**src/rtl/alu_issue_ctrl.sv**
```systemverilog
`default_nettype none
// ============================================================================
//  Module   : alu_issue_ctrl
//  Purpose  : Instruction issue controller for the 8-bit ALU. Accepts 16-bit
//             instruction words over a valid/ready handshake, decodes the op
//             field into the ALU one-hot opcode, drives registered operands
//             from a small register file and writes the ALU result back.
//  Options  : `define ALU_ZERO_FLAG_EN adds the zero_flag output, updated on
//             every register-file write (ALU writeback or LDI).
//  Revision : 1.0 - initial release
// ============================================================================
module alu_issue_ctrl #(
  parameter int DATA_W     = 8,
  parameter int REG_ADDR_W = 2
) (
  input  logic                  clk,
  input  logic                  rst,
  input  logic                  instr_valid,
  output logic                  instr_ready,
  input  logic [15:0]           instr,
  output logic [DATA_W-1:0]     alu_a,
  output logic [DATA_W-1:0]     alu_b,
  output logic [3:0]            alu_opcode,
  input  logic [DATA_W-1:0]     alu_out,
  output logic                  busy,
  output logic                  illegal,
  input  logic [REG_ADDR_W-1:0] dbg_addr,
  output logic [DATA_W-1:0]     dbg_data
`ifdef ALU_ZERO_FLAG_EN
  ,
  output logic                  zero_flag
`endif
);

  localparam int c_NUM_REGS = 2 ** REG_ADDR_W;

  // FSM encoding
  localparam logic [1:0] c_IDLE   = 2'd0;
  localparam logic [1:0] c_DECODE = 2'd1;
  localparam logic [1:0] c_EXEC   = 2'd2;
  localparam logic [1:0] c_WB     = 2'd3;

  // Instruction op field values
  localparam logic [3:0] c_OP_NOP = 4'd0;
  localparam logic [3:0] c_OP_ADD = 4'd1;
  localparam logic [3:0] c_OP_OR  = 4'd2;
  localparam logic [3:0] c_OP_AND = 4'd3;
  localparam logic [3:0] c_OP_XOR = 4'd4;
  localparam logic [3:0] c_OP_LDI = 4'd5;

  // ALU one-hot opcodes; all-zero makes the ALU hold its output
  localparam logic [3:0] c_ALU_HOLD = 4'b0000;
  localparam logic [3:0] c_ALU_ADD  = 4'b0001;
  localparam logic [3:0] c_ALU_OR   = 4'b0010;
  localparam logic [3:0] c_ALU_AND  = 4'b0100;
  localparam logic [3:0] c_ALU_XOR  = 4'b1000;

  logic [1:0]            state_q, state_d;
  logic [15:0]           instr_q;
  logic [DATA_W-1:0]     regfile_q [c_NUM_REGS];
  logic [DATA_W-1:0]     alu_a_q, alu_a_d;
  logic [DATA_W-1:0]     alu_b_q, alu_b_d;
  logic [3:0]            alu_opcode_q, alu_opcode_d;
  logic                  illegal_q, illegal_d;
`ifdef ALU_ZERO_FLAG_EN
  logic                  zero_flag_q, zero_flag_d;
`endif

  // Field extraction from the captured instruction word
  logic [3:0]            w_op;
  logic [REG_ADDR_W-1:0] w_rd;
  logic [REG_ADDR_W-1:0] w_rs1;
  logic [REG_ADDR_W-1:0] w_rs2;
  logic [7:0]            w_imm;
  logic [3:0]            w_onehot;
  logic                  w_is_alu;

  // Register-file write port
  logic                  w_rf_we;
  logic [REG_ADDR_W-1:0] w_rf_waddr;
  logic [DATA_W-1:0]     w_rf_wdata;

  assign w_op  = instr_q[15:12];
  assign w_rd  = REG_ADDR_W'(instr_q[11:10]);
  assign w_rs1 = REG_ADDR_W'(instr_q[9:8]);
  assign w_rs2 = REG_ADDR_W'(instr_q[7:6]);
  assign w_imm = instr_q[7:0];

  // Map the op field onto the ALU one-hot opcode; non-ALU ops map to hold
  always_comb begin
    w_onehot = c_ALU_HOLD;
    w_is_alu = 1'b0;
    case (w_op)
      c_OP_ADD: begin w_onehot = c_ALU_ADD; w_is_alu = 1'b1; end
      c_OP_OR:  begin w_onehot = c_ALU_OR;  w_is_alu = 1'b1; end
      c_OP_AND: begin w_onehot = c_ALU_AND; w_is_alu = 1'b1; end
      c_OP_XOR: begin w_onehot = c_ALU_XOR; w_is_alu = 1'b1; end
      default:  begin w_onehot = c_ALU_HOLD; w_is_alu = 1'b0; end
    endcase
  end

  // Next-state, operand/opcode staging and register-file write selection
  always_comb begin
    state_d      = state_q;
    alu_a_d      = alu_a_q;
    alu_b_d      = alu_b_q;
    alu_opcode_d = alu_opcode_q;
    illegal_d    = illegal_q;
    w_rf_we      = 1'b0;
    w_rf_waddr   = w_rd;
    w_rf_wdata   = alu_out;
`ifdef ALU_ZERO_FLAG_EN
    zero_flag_d  = zero_flag_q;
`endif
    case (state_q)
      c_IDLE: begin
        if (instr_valid) begin
          state_d = c_DECODE;
        end
      end
      c_DECODE: begin
        if (w_is_alu) begin
          // Operands are read here, so rd == rs1/rs2 sees the old value
          alu_a_d      = regfile_q[w_rs1];
          alu_b_d      = regfile_q[w_rs2];
          alu_opcode_d = w_onehot;
          state_d      = c_EXEC;
        end else if (w_op == c_OP_LDI) begin
          w_rf_we    = 1'b1;
          w_rf_wdata = DATA_W'(w_imm);
`ifdef ALU_ZERO_FLAG_EN
          zero_flag_d = (w_imm == 8'h00);
`endif
          state_d    = c_IDLE;
        end else if (w_op == c_OP_NOP) begin
          state_d = c_IDLE;
        end else begin
          illegal_d = 1'b1;
          state_d   = c_IDLE;
        end
      end
      c_EXEC: begin
        // ALU samples operands at the end of this cycle; drop to hold after
        alu_opcode_d = c_ALU_HOLD;
        state_d      = c_WB;
      end
      c_WB: begin
        w_rf_we    = 1'b1;
        w_rf_wdata = alu_out;
`ifdef ALU_ZERO_FLAG_EN
        zero_flag_d = (alu_out == '0);
`endif
        state_d    = c_IDLE;
      end
      default: begin
        state_d = c_IDLE;
      end
    endcase
  end

  // Control and operand registers
  always_ff @(posedge clk or posedge rst) begin
    if (rst) begin
      state_q      <= c_IDLE;
      alu_a_q      <= '0;
      alu_b_q      <= '0;
      alu_opcode_q <= c_ALU_HOLD;
      illegal_q    <= 1'b0;
`ifdef ALU_ZERO_FLAG_EN
      zero_flag_q  <= 1'b0;
`endif
    end else begin
      state_q      <= state_d;
      alu_a_q      <= alu_a_d;
      alu_b_q      <= alu_b_d;
      alu_opcode_q <= alu_opcode_d;
      illegal_q    <= illegal_d;
`ifdef ALU_ZERO_FLAG_EN
      zero_flag_q  <= zero_flag_d;
`endif
    end
  end

  // Capture the instruction word on the accept edge only
  always_ff @(posedge clk or posedge rst) begin
    if (rst) begin
      instr_q <= '0;
    end else if ((state_q == c_IDLE) && instr_valid) begin
      instr_q <= instr;
    end
  end

  // Register file: single write port, cleared on reset
  always_ff @(posedge clk or posedge rst) begin
    if (rst) begin
      for (int i = 0; i < c_NUM_REGS; i++) begin
        regfile_q[i] <= '0;
      end
    end else if (w_rf_we) begin
      regfile_q[w_rf_waddr] <= w_rf_wdata;
    end
  end

  assign instr_ready = (state_q == c_IDLE);
  assign busy        = (state_q != c_IDLE);
  assign alu_a       = alu_a_q;
  assign alu_b       = alu_b_q;
  assign alu_opcode  = alu_opcode_q;
  assign illegal     = illegal_q;
  assign dbg_data    = regfile_q[dbg_addr];
`ifdef ALU_ZERO_FLAG_EN
  assign zero_flag   = zero_flag_q;
`endif

endmodule
`default_nettype wire
```
**config.mk**
```make
export PLATFORM = sky130hd
export DESIGN_NAME = alu_issue_ctrl
export DESIGN_NICKNAME = d
export VERILOG_FILES = /design/src/rtl/alu_issue_ctrl.sv
export SDC_FILE = /design/constraint.sdc
export NUM_CORES = 1
export LEC_CHECK = 0
export CORE_ASPECT_RATIO = 1.4
export CORE_MARGIN = 4
export CORE_UTILIZATION = 35
export CTS_CLUSTER_DIAMETER = 60
export DETAILED_ROUTE_END_ITERATION = 10
export PLACE_DENSITY_LB_ADDON = 0.08
export SYNTH_ARGS = -nofsm -noshare
export SYNTH_HDL_FRONTEND = slang
export SYNTH_SLANG_ARGS = --single-unit
```
**constraint.sdc**
```tcl
create_clock -name clk -period 3.49 [get_ports clk]
set_clock_uncertainty 0.05 [all_clocks]
set_input_delay 0.349 -clock clk [delete_from_list [all_inputs] [get_ports clk]]
set_output_delay 0.349 -clock clk [all_outputs]
set_load 0.01 [all_outputs]
```
==> impl_metrics.csv <==
group,metric,value,unit
status,run_status,"finished, final reports clean",
placement,pre_cts_slack,0.739,ns
routing,detail_route.wl_per_cell,17.4,um
floorplan,die-width,93.4,um
synthesis,synthMostInstantiatedCell,"sky130_fd_sc_hd__dfrtp_1",
synthesis,ys_ff_latch,71,
clock_network,clock_sinks,71,
routing,detail_route.iter0.violations,65,
synthesis,yosys_top_cell_by_area,"sky130_fd_sc_hd__dfrtp_1",
global_routing,antenna_found_initial,0,
floorplan,fp-row-count,43,
cells_and_area,nets,337,
floorplan,floorplan.core_area,0.00995,mm^2
critical_path,crit_path_cell_trace,"clkdlybuf4s50_1 -> mux4_2 -> clkdlybuf4s50_1",
floorplan,die_area,0.0119,mm^2
synthesis,synth_common_cells,"71 x sky130_fd_sc_hd__dfrtp_1, 36 x sky130_fd_sc_hd__nand2_1, 24 x sky130_fd_sc_hd__mux4_2, 22 x sky130_fd_sc_hd__o21ai_0, 15 x sky130_fd_sc_hd__mux2_2",
sta,rsz0062_at_grt,"no",
sta,count_of_endpoints_failing_setup_in_the_final_report,0,
sta,timing_hold_violations_final,0,
synthesis,post_synth_edffs,0,
clock_network,cts_buffers,9,
cells_and_area,share_of_final_layout_standard_cells_stronger_than_drive_strength_1,0.275,
power_and_ir_drop,leakage,0.00184,uW
clock_network,cts.reportedPaths.clkPinSlew,0.05,ns
synthesis,netlist.area_leader.share,0.497,
clock_network,cts-htree-levels,3,
power_and_ir_drop,power.density,944,mW/mm^2
synthesis,synth_top_cells_by_area,"sky130_fd_sc_hd__dfrtp_1 50%, sky130_fd_sc_hd__mux4_2 15%, sky130_fd_sc_hd__mux2_4 5.9%",
power_and_ir_drop,pwr-share-clk,0.233,
clock_network,clockRootBuffer,"sky130_fd_sc_hd__clkbuf_16",
clock_network,cts.repair.resized,0,
clock_network,cts_tree,"built",
global_routing,grt_pass1_wl,12900,um
global_routing,grt_remaining_overflow,0,
cells_and_area,fillerInstances,910,
synthesis,synth_cells,254,
sta,tightest_slew,1.01,ns
critical_path,critPathBufInv,2,
job,maxCapViolations,0,
critical_path,crit_arrival,2.32,ns
synthesis,synth_sequential_area_ratio,0.497,
placement,gp_congestion,0.739,
routing,route.vias.total,2212,
sta,max_freq,368,MHz
routing,drc_errors,0,
power_and_ir_drop,total_power,4260,uW
power_and_ir_drop,p_int,2900,uW
sta,post-route-worst-setup-slack,0.770,ns
global_routing,grt_start_max_net_pins,49,
clock_network,cts_setup_buffers,0,
synthesis,postSynth.topFlopCell,"sky130_fd_sc_hd__dfrtp_1",
power_and_ir_drop,power.sequential.fraction,0.398,
synthesis,netlist_area_before_placement,0.00357,mm^2
placement,placement.io_buffers,59,
power_and_ir_drop,combPwrFrac,0.369,
routing,length_of_the_first_detailed_routing_pass_in_iterations,4,
cells_and_area,insertedDiodeCount,0,
critical_path,worst_setup_ep_type,"primary output",
clock_network,clock_latency,0.33,ns
placement,dpl.hpwl,5530,um
global_routing,grt_pass1_vias,2388,
global_routing,global_route.usage.total,0.143,
sta,fin_crit_sh,0.779,
sta,setup_total_negative_slack,0,ns
routing,via_per_inst,4.94,
cells_and_area,synthToLayoutAreaGrowth,26.2,%
power_and_ir_drop,switching_fraction,0.319,
critical_path,timing.critical_path.required,3.09,ns
worst_hold_path,hold_path.class,"reg -> reg",
power_and_ir_drop,ir_drop,0.000373,V
critical_path,setup.worst_path.start_class,"primary input",
synthesis,synthDistinctLibCells,34,
critical_path,worst-path-max-fanout,8,
routing,total_routed_length,7810,um
critical_path,cp_common_cell,"sky130_fd_sc_hd__clkdlybuf4s50_1",
synthesis,async_reset_ff_frac,1.00,
critical_path,critical-path-slowest-cell,"sky130_fd_sc_hd__clkdlybuf4s50_1",
power_and_ir_drop,power.net_switching,1360,uW
sta,timing.max_slew.rel_slack,0.324,
synthesis,synth.avg_cell_area,14.1,um^2
synthesis,yosys_warnings,0,
clock_network,postCtsHoldBufs,0,
critical_path,path_class,"in -> out",
routing,post_route_ant_nets,0,
clock_network,cts.path.max_buffers,2,
sta,timing.final.max_slew_violations,0,
critical_path,critical-path-max-stage-delay,0.88,ns
sta,whs,0.421,ns
sta,timing.final.crit_period,2.72,ns
floorplan,ioPinCount,60,
floorplan,start_util,0.359,
synthesis,synth.net_count,283,
floorplan,fp.dieH,128,um
critical_path,timing.critical_path.max_delay_family,"buffers and inverters",
-- area by class of cell --
cell class / instances / area (um^2) / share of cell area
inverter: 7 / 26.3 / 0.00583
timing repair buffer: 61 / 606 / 0.134
clock inverter: 3 / 65.1 / 0.0144
multi-input combinational: 158 / 1610 / 0.356
tap: 135 / 169 / 0.0375
clock buffer: 13 / 260 / 0.0577
sequential: 71 / 1780 / 0.394
-- cell usage in the layout, fill, tap and decap left out, drive strengths merged --
cell type,n
dfrtp,71
clkdlybuf4s50,59
nand2,36
o21ai,36
mux2,29
mux4,24
clkbuf,13
mux2i,8
inv,7
a32o,4
nor2,4
o2111ai,4
nor3,2
bufinv,2
buf,2
or2,1
and2,1
a21o,1
a31o,1
or3,1
nand4,1
o21a,1
and4bb,1
nor2b,1
and4,1
a22o,1
clkinv,1
-- power by group through the flow --
stage               clock network (uW)  logic [uW]  registers (uW)
global placement                     0        1570            1700
floorplan                            0        1300            1470
CTS                               1010        1600            1700
global route                      1050        1720            1770
finish                             991        1570            1700
detailed placement                   0        1590            1710
-- cell families after synthesis --
kind of cell / count (synthesis) / share of synthesized area
simple gates: 49 / 0.0683
flops: 71 / 0.497
compound gates: 48 / 0.0991
buf+inv: 25 / 0.0532
mux: 61 / 0.282
-- worst paths after layout --
| path | from | to | slack [ns] | cells after the start |
|---|---|---|---|---|
| max | dbg_addr[0] | dbg_data[6] | 0.77 | 3 |
| min in group asynchronous | rst | instr_q[11] | 0.53 | 2 |
| min | illegal | illegal | 0.42 | 1 |
| max reg2reg | flop | regfile_q[13] | 1.31 | 4 |
| max in group asynchronous | rst | regfile_q[24] | 2.07 | 3 |
| min reg2reg | illegal | illegal | 0.42 | 1 |
-- state kept, by name, indices dropped and copies added, names as in the netlist, named ones only --
| name | cells |
|---|---|
| alu_b | 8 |
| regfile_q | 32 |
| alu_opcode | 4 |
| state_q | 1 |
| instr_q | 16 |
| alu_a | 8 |
| illegal | 1 |
-- through the flow --
stage / area (um^2) / instances / utilization
after CTS: 4510 / 448 / 0.453
after global placement: 4180 / 432 / 0.420
after floorplan: 3570 / 254 / -
final: 4510 / 448 / 0.453
after detailed placement: 4180 / 432 / 0.420
after global routing: 4510 / 448 / 0.453
-- layer usage --
metal,vias to the layer above,GRT usage,share of wire
met5,-,0,0
met4,0,0.0569,0.019
met3,12,0.0294,0.036
met2,53,0.237,0.51
met1,1095,0.182,0.44
li1,1052,-,-
Note: power is estimated with default switching activity, not from simulation.
